--- config.mk ---
export PLATFORM = sky130hd
export DESIGN_NAME = fetch_unit_flat
export DESIGN_NICKNAME = d
export VERILOG_FILES = /design/src/rtl/fetch_unit_if.sv /design/src/rtl/fetch_unit.sv /design/src/flat_wrapper.sv
export SDC_FILE = /design/constraint.sdc
export NUM_CORES = 1
export LEC_CHECK = 0
export CAP_MARGIN = 20
export CELL_PAD_IN_SITES_DETAIL_PLACEMENT = 1
export CELL_PAD_IN_SITES_GLOBAL_PLACEMENT = 2
export CORE_ASPECT_RATIO = 1.1
export CORE_MARGIN = 3
export CORE_UTILIZATION = 41
export DETAILED_ROUTE_END_ITERATION = 6
export PLACE_DENSITY_LB_ADDON = 0.12
export SYNTH_ARGS = -nofsm -noshare
export SYNTH_HDL_FRONTEND = slang
export SYNTH_SLANG_ARGS = --single-unit
--- constraint.sdc ---
create_clock -name clk -period 2.4 [get_ports clk]
set_input_delay 0.48 -clock clk [delete_from_list [all_inputs] [get_ports clk]]
set_output_delay 0.48 -clock clk [all_outputs]
set_load 0.1 [all_outputs]
--- src/rtl/fetch_unit_if.sv ---
// Decode-side and programming bus of the fetch unit. The fetch unit uses the
// master view; the decode stage and programmer use the slave view.
interface fetch_unit_if #(
  parameter int INSTR_W = 8,
  parameter int PC_W    = 4
);
  logic               en;
  logic               prog_we;
  logic [PC_W-1:0]    prog_addr;
  logic [INSTR_W-1:0] prog_data;
  logic               redirect_valid;
  logic [PC_W-1:0]    redirect_pc;
  logic [INSTR_W-1:0] instr_out;
  logic [PC_W-1:0]    instr_pc;
  logic               instr_valid;
  logic               instr_ready;
  logic [PC_W-1:0]    pc_out;
  logic               halted;

  modport master (
    input  en, prog_we, prog_addr, prog_data, redirect_valid, redirect_pc,
           instr_ready,
    output instr_out, instr_pc, instr_valid, pc_out, halted
  );

  modport slave (
    output en, prog_we, prog_addr, prog_data, redirect_valid, redirect_pc,
           instr_ready,
    input  instr_out, instr_pc, instr_valid, pc_out, halted
  );
endinterface

--- src/rtl/fetch_unit.sv ---
// Instruction fetch front end: programmable instruction memory, fetch PC,
// one-cycle synchronous read and a small prefetch queue feeding decode.
module fetch_unit #(
  parameter int                 INSTR_W     = 8,
  parameter int                 PC_W        = 4,
  parameter int                 DEPTH       = 2,
  parameter logic [INSTR_W-1:0] HALT_OPCODE = 8'hFF
) (
  input logic          clk,
  input logic          rst,
  fetch_unit_if.master bus
);

  localparam int MEM_DEPTH = 1 << PC_W;
  localparam int CNT_W     = $clog2(DEPTH + 1);
  localparam int PTR_W     = (DEPTH > 1) ? $clog2(DEPTH) : 1;

  logic [INSTR_W-1:0] mem [MEM_DEPTH];
  logic [INSTR_W-1:0] rd_data;

  logic [PC_W-1:0]    fetch_pc;
  logic [PC_W-1:0]    inflight_pc;
  logic               inflight;
  logic               halted_q;

  logic [INSTR_W-1:0] q_data [DEPTH];
  logic [PC_W-1:0]    q_pc   [DEPTH];
  logic [PTR_W-1:0]   head;
  logic [PTR_W-1:0]   tail;
  logic [CNT_W-1:0]   count;

  logic               q_valid;
  logic               pop;
  logic               push;
  logic               issue;
  int                 used;

  function automatic logic [PTR_W-1:0] next_ptr(input logic [PTR_W-1:0] p);
    return (p == PTR_W'(DEPTH - 1)) ? '0 : p + PTR_W'(1);
  endfunction

  assign q_valid = (count != '0);
  assign pop     = q_valid & bus.instr_ready;
  // Once halted, anything still in flight was fetched past the HALT word.
  assign push    = inflight & ~halted_q;

  // Credit check counts the in-flight read so a returning word always fits.
  always_comb begin
    used  = int'(count) + int'(inflight) - int'(pop);
    issue = bus.en & ~halted_q & ~bus.redirect_valid & ~rst & (used < DEPTH);
  end

  // Memory has no reset; a same-address read/write returns the old word.
  always_ff @(posedge clk) begin
    if (bus.prog_we)
      mem[bus.prog_addr] <= bus.prog_data;
    if (issue)
      rd_data <= mem[fetch_pc];
  end

  always_ff @(posedge clk) begin
    if (rst) begin
      fetch_pc    <= '0;
      inflight_pc <= '0;
      inflight    <= 1'b0;
      halted_q    <= 1'b0;
      head        <= '0;
      tail        <= '0;
      count       <= '0;
    end else if (bus.redirect_valid) begin
      fetch_pc <= bus.redirect_pc;
      inflight <= 1'b0;
      halted_q <= 1'b0;
      head     <= '0;
      tail     <= '0;
      count    <= '0;
    end else begin
      if (push) begin
        q_data[tail] <= rd_data;
        q_pc[tail]   <= inflight_pc;
        tail         <= next_ptr(tail);
        if (rd_data == HALT_OPCODE)
          halted_q <= 1'b1;
      end
      if (pop)
        head <= next_ptr(head);
      case ({push, pop})
        2'b10:   count <= count + CNT_W'(1);
        2'b01:   count <= count - CNT_W'(1);
        default: count <= count;
      endcase
      inflight <= issue;
      if (issue) begin
        inflight_pc <= fetch_pc;
        fetch_pc    <= fetch_pc + PC_W'(1);
      end
    end
  end

  assign bus.instr_valid = q_valid;
  assign bus.instr_out   = q_valid ? q_data[head] : '0;
  assign bus.instr_pc    = q_valid ? q_pc[head] : '0;
  assign bus.pc_out      = fetch_pc;
  assign bus.halted      = halted_q;

endmodule

--- src/flat_wrapper.sv ---
// flat-port wrapper written by rule: the top's interface ports become plain ports
module fetch_unit_flat 
#(
  parameter int                 INSTR_W     = 8,
  parameter int                 PC_W        = 4,
  parameter int                 DEPTH       = 2,
  parameter logic [INSTR_W-1:0] HALT_OPCODE = 8'hFF
)
  (clk, rst, bus_en, bus_prog_we, bus_prog_addr, bus_prog_data, bus_redirect_valid, bus_redirect_pc, bus_instr_ready, bus_instr_out, bus_instr_pc, bus_instr_valid, bus_pc_out, bus_halted);
  fetch_unit_if #(.INSTR_W(INSTR_W), .PC_W(PC_W)) bus_i ();
  input logic clk;
  input logic rst;
  input wire logic [$bits(bus_i.en)-1:0] bus_en;
  input wire logic [$bits(bus_i.prog_we)-1:0] bus_prog_we;
  input wire logic [$bits(bus_i.prog_addr)-1:0] bus_prog_addr;
  input wire logic [$bits(bus_i.prog_data)-1:0] bus_prog_data;
  input wire logic [$bits(bus_i.redirect_valid)-1:0] bus_redirect_valid;
  input wire logic [$bits(bus_i.redirect_pc)-1:0] bus_redirect_pc;
  input wire logic [$bits(bus_i.instr_ready)-1:0] bus_instr_ready;
  output wire logic [$bits(bus_i.instr_out)-1:0] bus_instr_out;
  output wire logic [$bits(bus_i.instr_pc)-1:0] bus_instr_pc;
  output wire logic [$bits(bus_i.instr_valid)-1:0] bus_instr_valid;
  output wire logic [$bits(bus_i.pc_out)-1:0] bus_pc_out;
  output wire logic [$bits(bus_i.halted)-1:0] bus_halted;
  assign bus_i.en = bus_en;
  assign bus_i.prog_we = bus_prog_we;
  assign bus_i.prog_addr = bus_prog_addr;
  assign bus_i.prog_data = bus_prog_data;
  assign bus_i.redirect_valid = bus_redirect_valid;
  assign bus_i.redirect_pc = bus_redirect_pc;
  assign bus_i.instr_ready = bus_instr_ready;
  assign bus_instr_out = bus_i.instr_out;
  assign bus_instr_pc = bus_i.instr_pc;
  assign bus_instr_valid = bus_i.instr_valid;
  assign bus_pc_out = bus_i.pc_out;
  assign bus_halted = bus_i.halted;
  fetch_unit #(.INSTR_W(INSTR_W), .PC_W(PC_W), .DEPTH(DEPTH), .HALT_OPCODE(HALT_OPCODE)) u_core (.clk(clk), .rst(rst), .bus(bus_i));
endmodule
Word level (Yosys, flattened, before mapping)
Memory sizes are Yosys's and may differ from the RTL's. A register that Yosys moved wholly into a read port is not among the register bits. Cells that the tools add are included.

RAM bits: 152. Output and inout port bits: 18. Memories: 3. Bits in registers: 14.

Memories: u_core.mem (words 16, width 8, read ports 1, clocked after Yosys merged registers in 1, wr ports 1, RTL line fetch_unit.sv:18) `logic [INSTR_W-1:0] mem [MEM_DEPTH];`; u_core.q_data (words 2, width 8, read ports 1, clocked after Yosys merged registers in 1, wr ports 1, RTL line fetch_unit.sv:26) `logic [INSTR_W-1:0] q_data [DEPTH];`; u_core.q_pc (words 2, width 4, read ports 1, clocked after Yosys merged registers in 1, wr ports 1, RTL line fetch_unit.sv:27) `logic [PC_W-1:0] q_pc [DEPTH];`.

Bitwise gates (word level): 9. $lt $le $gt $ge: 1. Eq/ne operators: 3. Reduce and logical (&&, ||, !) cells: 6. $add $sub $neg: 7. Muxes and demuxes: 17.

Operator list (number): $lt A32 B3 Y1 const B (1); $sub A32 B2 Y32 (1); $mux W1 (12); $mux W4 (3); $eq A8 B8 Y1 const B (1); $mux W8 (1); $and A1 B1 Y1 (6); $reduce_bool A2 Y1 (3); $add A4 B1 Y4 const B (1); $pmux W2 S2 (1); $reduce_and A2 Y1 (2); $add A2 B1 Y3 (1); $not A1 Y1 (3); $add A1 B1 Y1 const B (2); $add A2 B1 Y2 const B (1); $eq A2 B1 Y1 const B (1); $eq A2 B2 Y1 const B (1); $reduce_or A2 Y1 (1); $sub A2 B1 Y2 const B (1).

Logic depth before layout (Yosys ltp)
Gate-level depths: netlist (run 1).

Word-level depth: 7. Gate-level depth with buffers: 10. Gate-level depth less buffers: 10.

Least setup slack after synthesis (run 1)
No wires, ideal clock.

Path type: register -> output. From: register (tool-made name). To: output port bus_instr_out[0]. Stages on the path, launching flop included: 4. Path buffers: 1. Data arrival time: 2.227 ns. Required time: 1.920 ns. Setup slack: -0.307 ns. Path through: dfxtp_1 -> buf_1 -> mux2i_1 -> nor2_1.

RTL lines: to (decl) (RTL line flat_wrapper.sv:20) `output wire logic [$bits(bus_i.instr_out)-1:0] bus_instr_out;`.

Worst setup path after layout (run 1)
From: register u_core.inflight. To: register u_core.fetch_pc[3], in the netlist u_core.bus.pc_out[3].

Word-level cells in the longest chain between the ends: 5.

RTL lines: from (decl) (RTL line fetch_unit.sv:23) `logic inflight;`; from (signal assigned) (RTL line fetch_unit.sv:92) `inflight <= issue;`; $add A2 B1 Y3 (RTL line fetch_unit.sv:49) `used = int'(count) + int'(inflight) - int'(pop);`; $sub A32 B2 Y32 (RTL line fetch_unit.sv:49); $lt A32 B3 Y1 (RTL line fetch_unit.sv:50) `issue = bus.en & ~halted_q & ~bus.redirect_valid & ~rst & (used < DEPTH);`; $and A1 B1 Y1 (RTL line fetch_unit.sv:50); $reduce_bool A2 Y1 (no source line); to (signal assigned) (RTL line fetch_unit.sv:71) `fetch_pc <= bus.redirect_pc;`; to (signal assigned) (RTL line fetch_unit.sv:95) `fetch_pc <= fetch_pc + PC_W'(1);`; to (decl) (RTL line fetch_unit.sv:21) `logic [PC_W-1:0] fetch_pc;`.

No other way between the ends. A chain may end at the register's enable or synchronous reset.

==> impl_metrics.csv, run 1 <==
group,metric,value,unit
drt,route.detailed.wl_per_inst,21.5,um
critical_path,arrival_time_worst_endpoint,2640,ps
sta,report.final.slew_viol_count,0,
sta,timing.final.setup_violations,0,
critical_path,crit_top_cell,"ha_4",
power,worst_ir_drop_vdd,474,uV
synthesis,synthesis.area_per_instance,18.5,um^2
clock_network,cts_htree_levels,4,
drt,totalWireLength,14300,um
clock_network,clock-root-buffer,"clkbuf_16",
grt,grt_pass1_wl,22600,um
flow_run,maxCapViolCount,0,
grt,grt-ovfl-total,0,
status,result_of_the_run,"finished clean",
synthesis,yosysWarnings,0,
sta,final_min_period_over_clock_period,95.7,%
power,power.density_cell_area,791,nW/um^2
synthesis,postSynthNetCount,402,
placed_design,dpl.hpwl,9520,um
finish,proportion_of_layout_cells_with_a_drive_suffix_above_1,31.2,%
critical_path,crit_buf_inv,2,
placed_design,place.gp.congestion,0.737,
drt,detailroute.via_count,3533,
drt,drtAntennaViolNets,0,
critical_path,critical_path.max_fanout,3,
finish,finish.net_count,482,
finish,final_design_area_no_fill,8630,um^2
critical_path,critical_path_required_time,2740,ps
clock_network,cts.sink_count,175,
worst_hold_path,holdCritPathClass,"reg2reg",
grt,grtUsageTotal,16.8,%
critical_path,timing.critical_path.max_delay_family,"adder cells",
sta,period_needed,2300,ps
drt,vias_per_cell,5.30,
floorplan,floorplan.die_area,18400,um^2
floorplan,core_area,16400,um^2
floorplan,pin_count,40,
synthesis,area_of_the_mapped_netlist,6880,um^2
critical_path,timing.critical_path.slowest_stage_cell,"or4_1",
worst_hold_path,hold_path_depth,0,
critical_path,path_class,"reg2reg",
grt,grt_start_max_net_pins,38,
synthesis,synthArstFlopShare,0,%
drt,first_iter_violations,246,
critical_path,end_kind,"register",
clock_network,clock_latency_on_the_worst_skew_pair,430,ps
drt,dr.pass1.iters,4,
placed_design,dpl.cell_count,635,
sta,finalSetupTns,0,ps
critical_path,reg2regPathDepth,10,
finish,fin_cells,666,
sta,setup_repair_after_global_routing_missed_its_margin,"false",
grt,antenna_violations_before_repair,0,
clock_network,cts_tree,"yes",
sta,finalClockSkew,7.37,ps
finish,antenna_cells,0,
finish,layout_common_cells,"160 x edfxtp_1, 33 x buf_4, 32 x mux4_2",
grt,first_global_vias,3936,
clock_network,cts-buffers-inserted,17,
critical_path,cp_slowest_stage_delay,470,ps
sta,tightest_slew,704,ps
synthesis,synth.lib_cells_used.distinct,43,
floorplan,die_w,129,um
drt,drcViolationCount,0,
clock_network,path_clk_slew,70,ps
sta,clock.fmax,436,MHz
critical_path,critical_path.startpoint_type,"register",
synthesis,synthCells,371,
synthesis,ys_dominant_reg_cell,"edfxtp_1",
clock_network,cts_max_path_buffers,2,
finish,commonest_non_fill_non_tap_cell_in_the_layout,"edfxtp_1",
power,power_leakage,0.00284,uW
finish,layout-area-overhead-vs-synth,25.6,%
synthesis,synth_edf_count,160,
synthesis,synth.ff_latch_count,175,
sta,hold-worst-slack,465,ps
critical_path,path_cells,"ha_4, inv_2, ha_1, inv_1, ha_2, ha_4, nand2b_4, o211a_4, or4_1, a311oi_1",
critical_path,levels_on_crit_path,10,
placed_design,place_area,7980,um^2
placed_design,portBuffers,39,
floorplan,core.rowCount,49,
floorplan,floorplan.initialDensity,42.0,%
floorplan,die_height,142,um
sta,finalHoldViolCount,0,
sta,max_slew_margin,52.9,%
synthesis,synth_seq_area_share,74.2,%
[where the power goes]
group          leakage [uW]  total (uW)  switching, uW  internal, uW
Clock              0.000295        2870           1120          1740
Sequential          0.00157        3420           29.6          3390
Combinational      0.000973         539            308           230
Total               0.00284        6830           1460          5370
[layer usage]
metal	wire length (um)	up-vias	global-route usage, %
met4	286	0	6.46
met3	445	23	3.24
met1	5890	1812	20.5
met2	7700	65	29.4
li1	-	1633	-
met5	0	-	0
[metrics by stage]
step	power (uW)	utilization, %	worst slack (ps)
floorplan	3790	-	21.7
global placement	4020	48.8	-202
detailed placement	4030	48.8	-247
CTS	6900	52.6	5.76
global route	7070	52.7	4.29
finish	6830	52.7	104
[path summary, 6_finish.rpt]
check        slack, ps                  start                    to
max reg2reg        100        u_core.inflight  u_core.bus.pc_out[3]
min reg2reg        470  u_core.inflight_pc[0]     u_core.q_pc[0][0]
max                100        u_core.inflight  u_core.bus.pc_out[3]
min                470  u_core.inflight_pc[0]     u_core.q_pc[0][0]
[repair_timing]
| action | in CTS | in global routing |
|---|---|---|
| buffers inserted | 0 | 1 |
| setup endpoints to repair | 1 | 12 |
| resized for setup | 2 | 5 |
| pin swaps | 0 | 3 |
| hold buffers | 0 | 0 |
[flip-flops by register name, indices dropped and copies added, names as in the netlist, named ones only]
| signal | flops |
|---|---|
| u_core.inflight | 1 |
| u_core.mem | 128 |
| u_core.bus.pc_out | 4 |
| u_core.q_pc | 8 |
| u_core.rd_data | 8 |
| u_core.bus.halted | 1 |
| u_core.inflight_pc | 4 |
| u_core.head | 1 |
| u_core.count | 2 |
| u_core.tail | 1 |
| u_core.q_data | 16 |
[cells in the mapped netlist, drive strengths merged (2+ instances only)]
| library cell | n | area, um^2 |
|---|---|---|
| edfxtp | 160 | 4800 |
| nor2 | 38 | 143 |
| mux4 | 32 | 721 |
| a22oi | 16 | 120 |
| dfxtp | 15 | 300 |
| mux2i | 13 | 130 |
| inv | 10 | 37.5 |
| nand2 | 10 | 37.5 |
| buf | 8 | 41.3 |
| ha | 8 | 100 |
| nor3 | 8 | 51.3 |
| nor2b | 7 | 43.8 |
| clkbuf | 5 | 18.8 |
| nand2b | 4 | 25.0 |
| o21ai | 4 | 23.8 |
| a311oi | 3 | 26.3 |
| mux2 | 3 | 33.8 |
| nand3 | 3 | 15.0 |
| nand3b | 2 | 15.0 |
| nand4 | 2 | 12.5 |
| xnor2 | 2 | 17.5 |
| xor2 | 2 | 17.5 |
[layout make-up]
cell class / count / area, um^2
fillers: 1479 / 7730
clock buffers: 18 / 429
flip-flops and latches: 175 / 5110
well taps: 204 / 255
repair buffers: 74 / 858
inverters: 10 / 37.5
multi-input cells: 173 / 1760
clock inverters: 12 / 186
[cell families after synthesis]
logic type      count (synthesis)  share of synthesized area [%]
compound gates                 31                           3.49
xor+xnor                        4                          0.510
fa+ha+maj                       9                           1.75
buf+inv                        23                           1.42
flops                         175                           74.2
mux                            48                           12.9
simple gates                   81                           5.71
(Power assumes the default switching activity.)
==> inputs of run 2 (changes only) <==
--- a/config.mk
+++ b/config.mk
@@ -16,3 +16,4 @@
 export SYNTH_ARGS = -nofsm -noshare
 export SYNTH_HDL_FRONTEND = slang
 export SYNTH_SLANG_ARGS = --single-unit
+export TNS_END_PERCENT = 50
==> run 2 against run 1 <==
Compared with the run above:
- clock skew fell by 1.3 ps
- total power fell by 3.6%
- count of clock-buffer cells in the layout fell by 1
- combinational power fell by 3%
- critical path depth did not move
- die area did not move
- via count rose by 0.88%
- non-clock buffer count rose by 3
- cell area fell by 0.88%
- sequential cell count did not move
- critical path type unchanged
- largest cell class unchanged
- highest routed layer unchanged
==> impl_metrics.csv, run 2 (synthesis gave the netlist of run 1 again) <==
group,metric,value,unit
status,result_of_the_run,"finished clean",
floorplan,pin_count,40,
power,power_frac_clock,40.0,%
sta,setup_repair_after_global_routing_missed_its_margin,"false",
critical_path,timing.critical_path.slowest_stage_cell,"or4_1",
sta,report.final.slew_viol_count,0,
drt,route.detailed.wl_per_inst,21.8,um
finish,antenna_cells,0,
clock_network,cts_hold_repair.buffers,0,
power,switching_share,24.1,%
grt,antenna_violations_before_repair,0,
power,internal_power,5000,uW
sta,finalHoldViolCount,0,
critical_path,path_cells,"ha_4, inv_1, ha_1, inv_1, ha_2, ha_2, nor2b_2, o21ai_2, or4_1, a311oi_1",
grt,grt-busiest-layer,"met2",
placed_design,place.gp.congestion,0.720,
clock_network,clock_latency_on_the_worst_skew_pair,420,ps
power,p_comb_share,7.9,%
critical_path,end_kind,"register",
power,power_leakage,0.00282,uW
finish,largestRegisters,"u_core.mem: 128 flops, u_core.q_data: 16 flops",
grt,first_global_vias,3930,
critical_path,cp_slowest_stage_delay,520,ps
finish,layout.core_utilization,52.3,%
floorplan,floorplan.initialDensity,42.0,%
sta,final_min_period_over_clock_period,96.7,%
sta,period_needed,2320,ps
floorplan,core_area,16400,um^2
clock_network,cts.sink_count,175,
clock_network,path_clk_slew,70,ps
critical_path,path_class,"reg2reg",
drt,dr.pass1.iters,4,
finish,commonest_non_fill_non_tap_cell_in_the_layout,"edfxtp_1",
grt,grt_util_met1,21.2,%
finish,number_of_flip_flops_under_the_largest_register_name,128,
floorplan,die_height,142,um
grt,grtUsageTotal,17.3,%
clock_network,cts_tree,"yes",
clock_network,cts-buffers-inserted,17,
grt,grt-ovfl-total,0,
sta,finalClockSkew,6.11,ps
critical_path,crit_buf_inv,2,
flow_run,maxCapViolCount,0,
worst_hold_path,holdCritPathClass,"reg2reg",
sta,finalSetupTns,0,ps
grt,grt_util_met3,4.18,%
finish,finish.net_count,485,
power,sequential_group_share_of_total_power,52.0,%
finish,layout_common_cells,"160 x edfxtp_1, 38 x buf_4, 32 x mux4_2",
grt,grt_start_max_net_pins,38,
critical_path,arrival_time_worst_endpoint,2660,ps
sta,max_slew_margin,42.7,%
drt,totalWireLength,14600,um
sta,tightest_slew,858,ps
finish,proportion_of_layout_cells_with_a_drive_suffix_above_1,31.9,%
critical_path,timing.critical_path.max_delay_family,"adder cells",
critical_path,critical_path.max_fanout,3,
clock_network,clock-root-buffer,"clkbuf_16",
critical_path,critical_path_required_time,2740,ps
grt,grt_pass1_wl,23000,um
power,worst_ir_drop_vdd,528,uV
sta,timing.final.setup_violations,0,
sta,clock.fmax,431,MHz
placed_design,dpl.hpwl,9900,um
drt,drtAntennaViolNets,0,
clock_network,cts_max_path_buffers,2,
grt,use_met2,30.4,%
finish,layout-area-overhead-vs-synth,24.5,%
drt,first_iter_violations,207,
placed_design,portBuffers,39,
clock_network,cts_htree_levels,4,
floorplan,die_w,129,um
floorplan,floorplan.die_area,18400,um^2
power,power.density_cell_area,769,nW/um^2
drt,drcViolationCount,0,
floorplan,core.rowCount,49,
power,p_sw,1590,uW
drt,detailroute.via_count,3564,
drt,vias_per_cell,5.31,
critical_path,critical_path.startpoint_type,"register",
finish,largest-register,"u_core.mem",
## run 2: area by class of cell
cell class,instances,area [um^2]
Clock buffer,17,425
Clock inverter,15,145
Fill cell,1497,7810
Inverter,10,37.5
Multi-Input combinational cell,173,1730
Sequential cell,175,5110
Tap cell,204,255
Timing Repair Buffer,77,856
## run 2: per-stage QoR
stage / cell area, um^2 / power [uW] / instances / worst slack, ps / hold WS (ps)
2_1_floorplan: 6900 / 3790 / 371 / -125 / 418
3_3_place_gp: 7940 / 4010 / 637 / -199 / 431
3_5_place_dp: 7940 / 4020 / 637 / -260 / 439
4_1_cts: 8530 / 6660 / 669 / 2.18 / 458
5_1_grt: 8560 / 6820 / 671 / 8.11 / 474
6_report: 8560 / 6580 / 671 / 79.8 / 459
## run 2: path summary, 6_finish.rpt
kind | start | to | slack [ps] | depth (start not counted)
worst max register to register | u_core.inflight | u_core.bus.pc_out[3] | 80 | 10
worst min register to register | u_core.inflight_pc[3] | u_core.q_pc[1][3] | 460 | 0
worst max-delay path | u_core.inflight | u_core.bus.pc_out[3] | 80 | 10
worst min-delay path | u_core.inflight_pc[3] | u_core.q_pc[1][3] | 460 | 0
## run 2: repair_timing
action | CTS | global route
pin swaps | 1 | 5
hold endpoints to repair | 0 | 0
resized for setup | 5 | 4
setup buffers | 0 | 2
endpoints found under the setup margin | 9 | 12
## run 2: layer usage
layer  share of wire (%)  wire length (um)  vias to the layer above
met1                  41              6020                     1837
li1                    -                 -                     1646
met4                 1.2               170                        0
met3                 3.3               486                       18
met2                  54              7950                       63
met5                   0                 0                        -
## run 2: power groups by stage
| stage | Clock, uW | Combinational [uW] | Sequential (uW) |
|---|---|---|---|
| 6_report | 2640 | 523 | 3430 |
| 5_1_grt | 2830 | 563 | 3430 |
| 4_1_cts | 2700 | 532 | 3430 |
| 3_5_place_dp | 0 | 529 | 3490 |
| 3_3_place_gp | 0 | 518 | 3490 |
| 2_1_floorplan | 0 | 273 | 3520 |
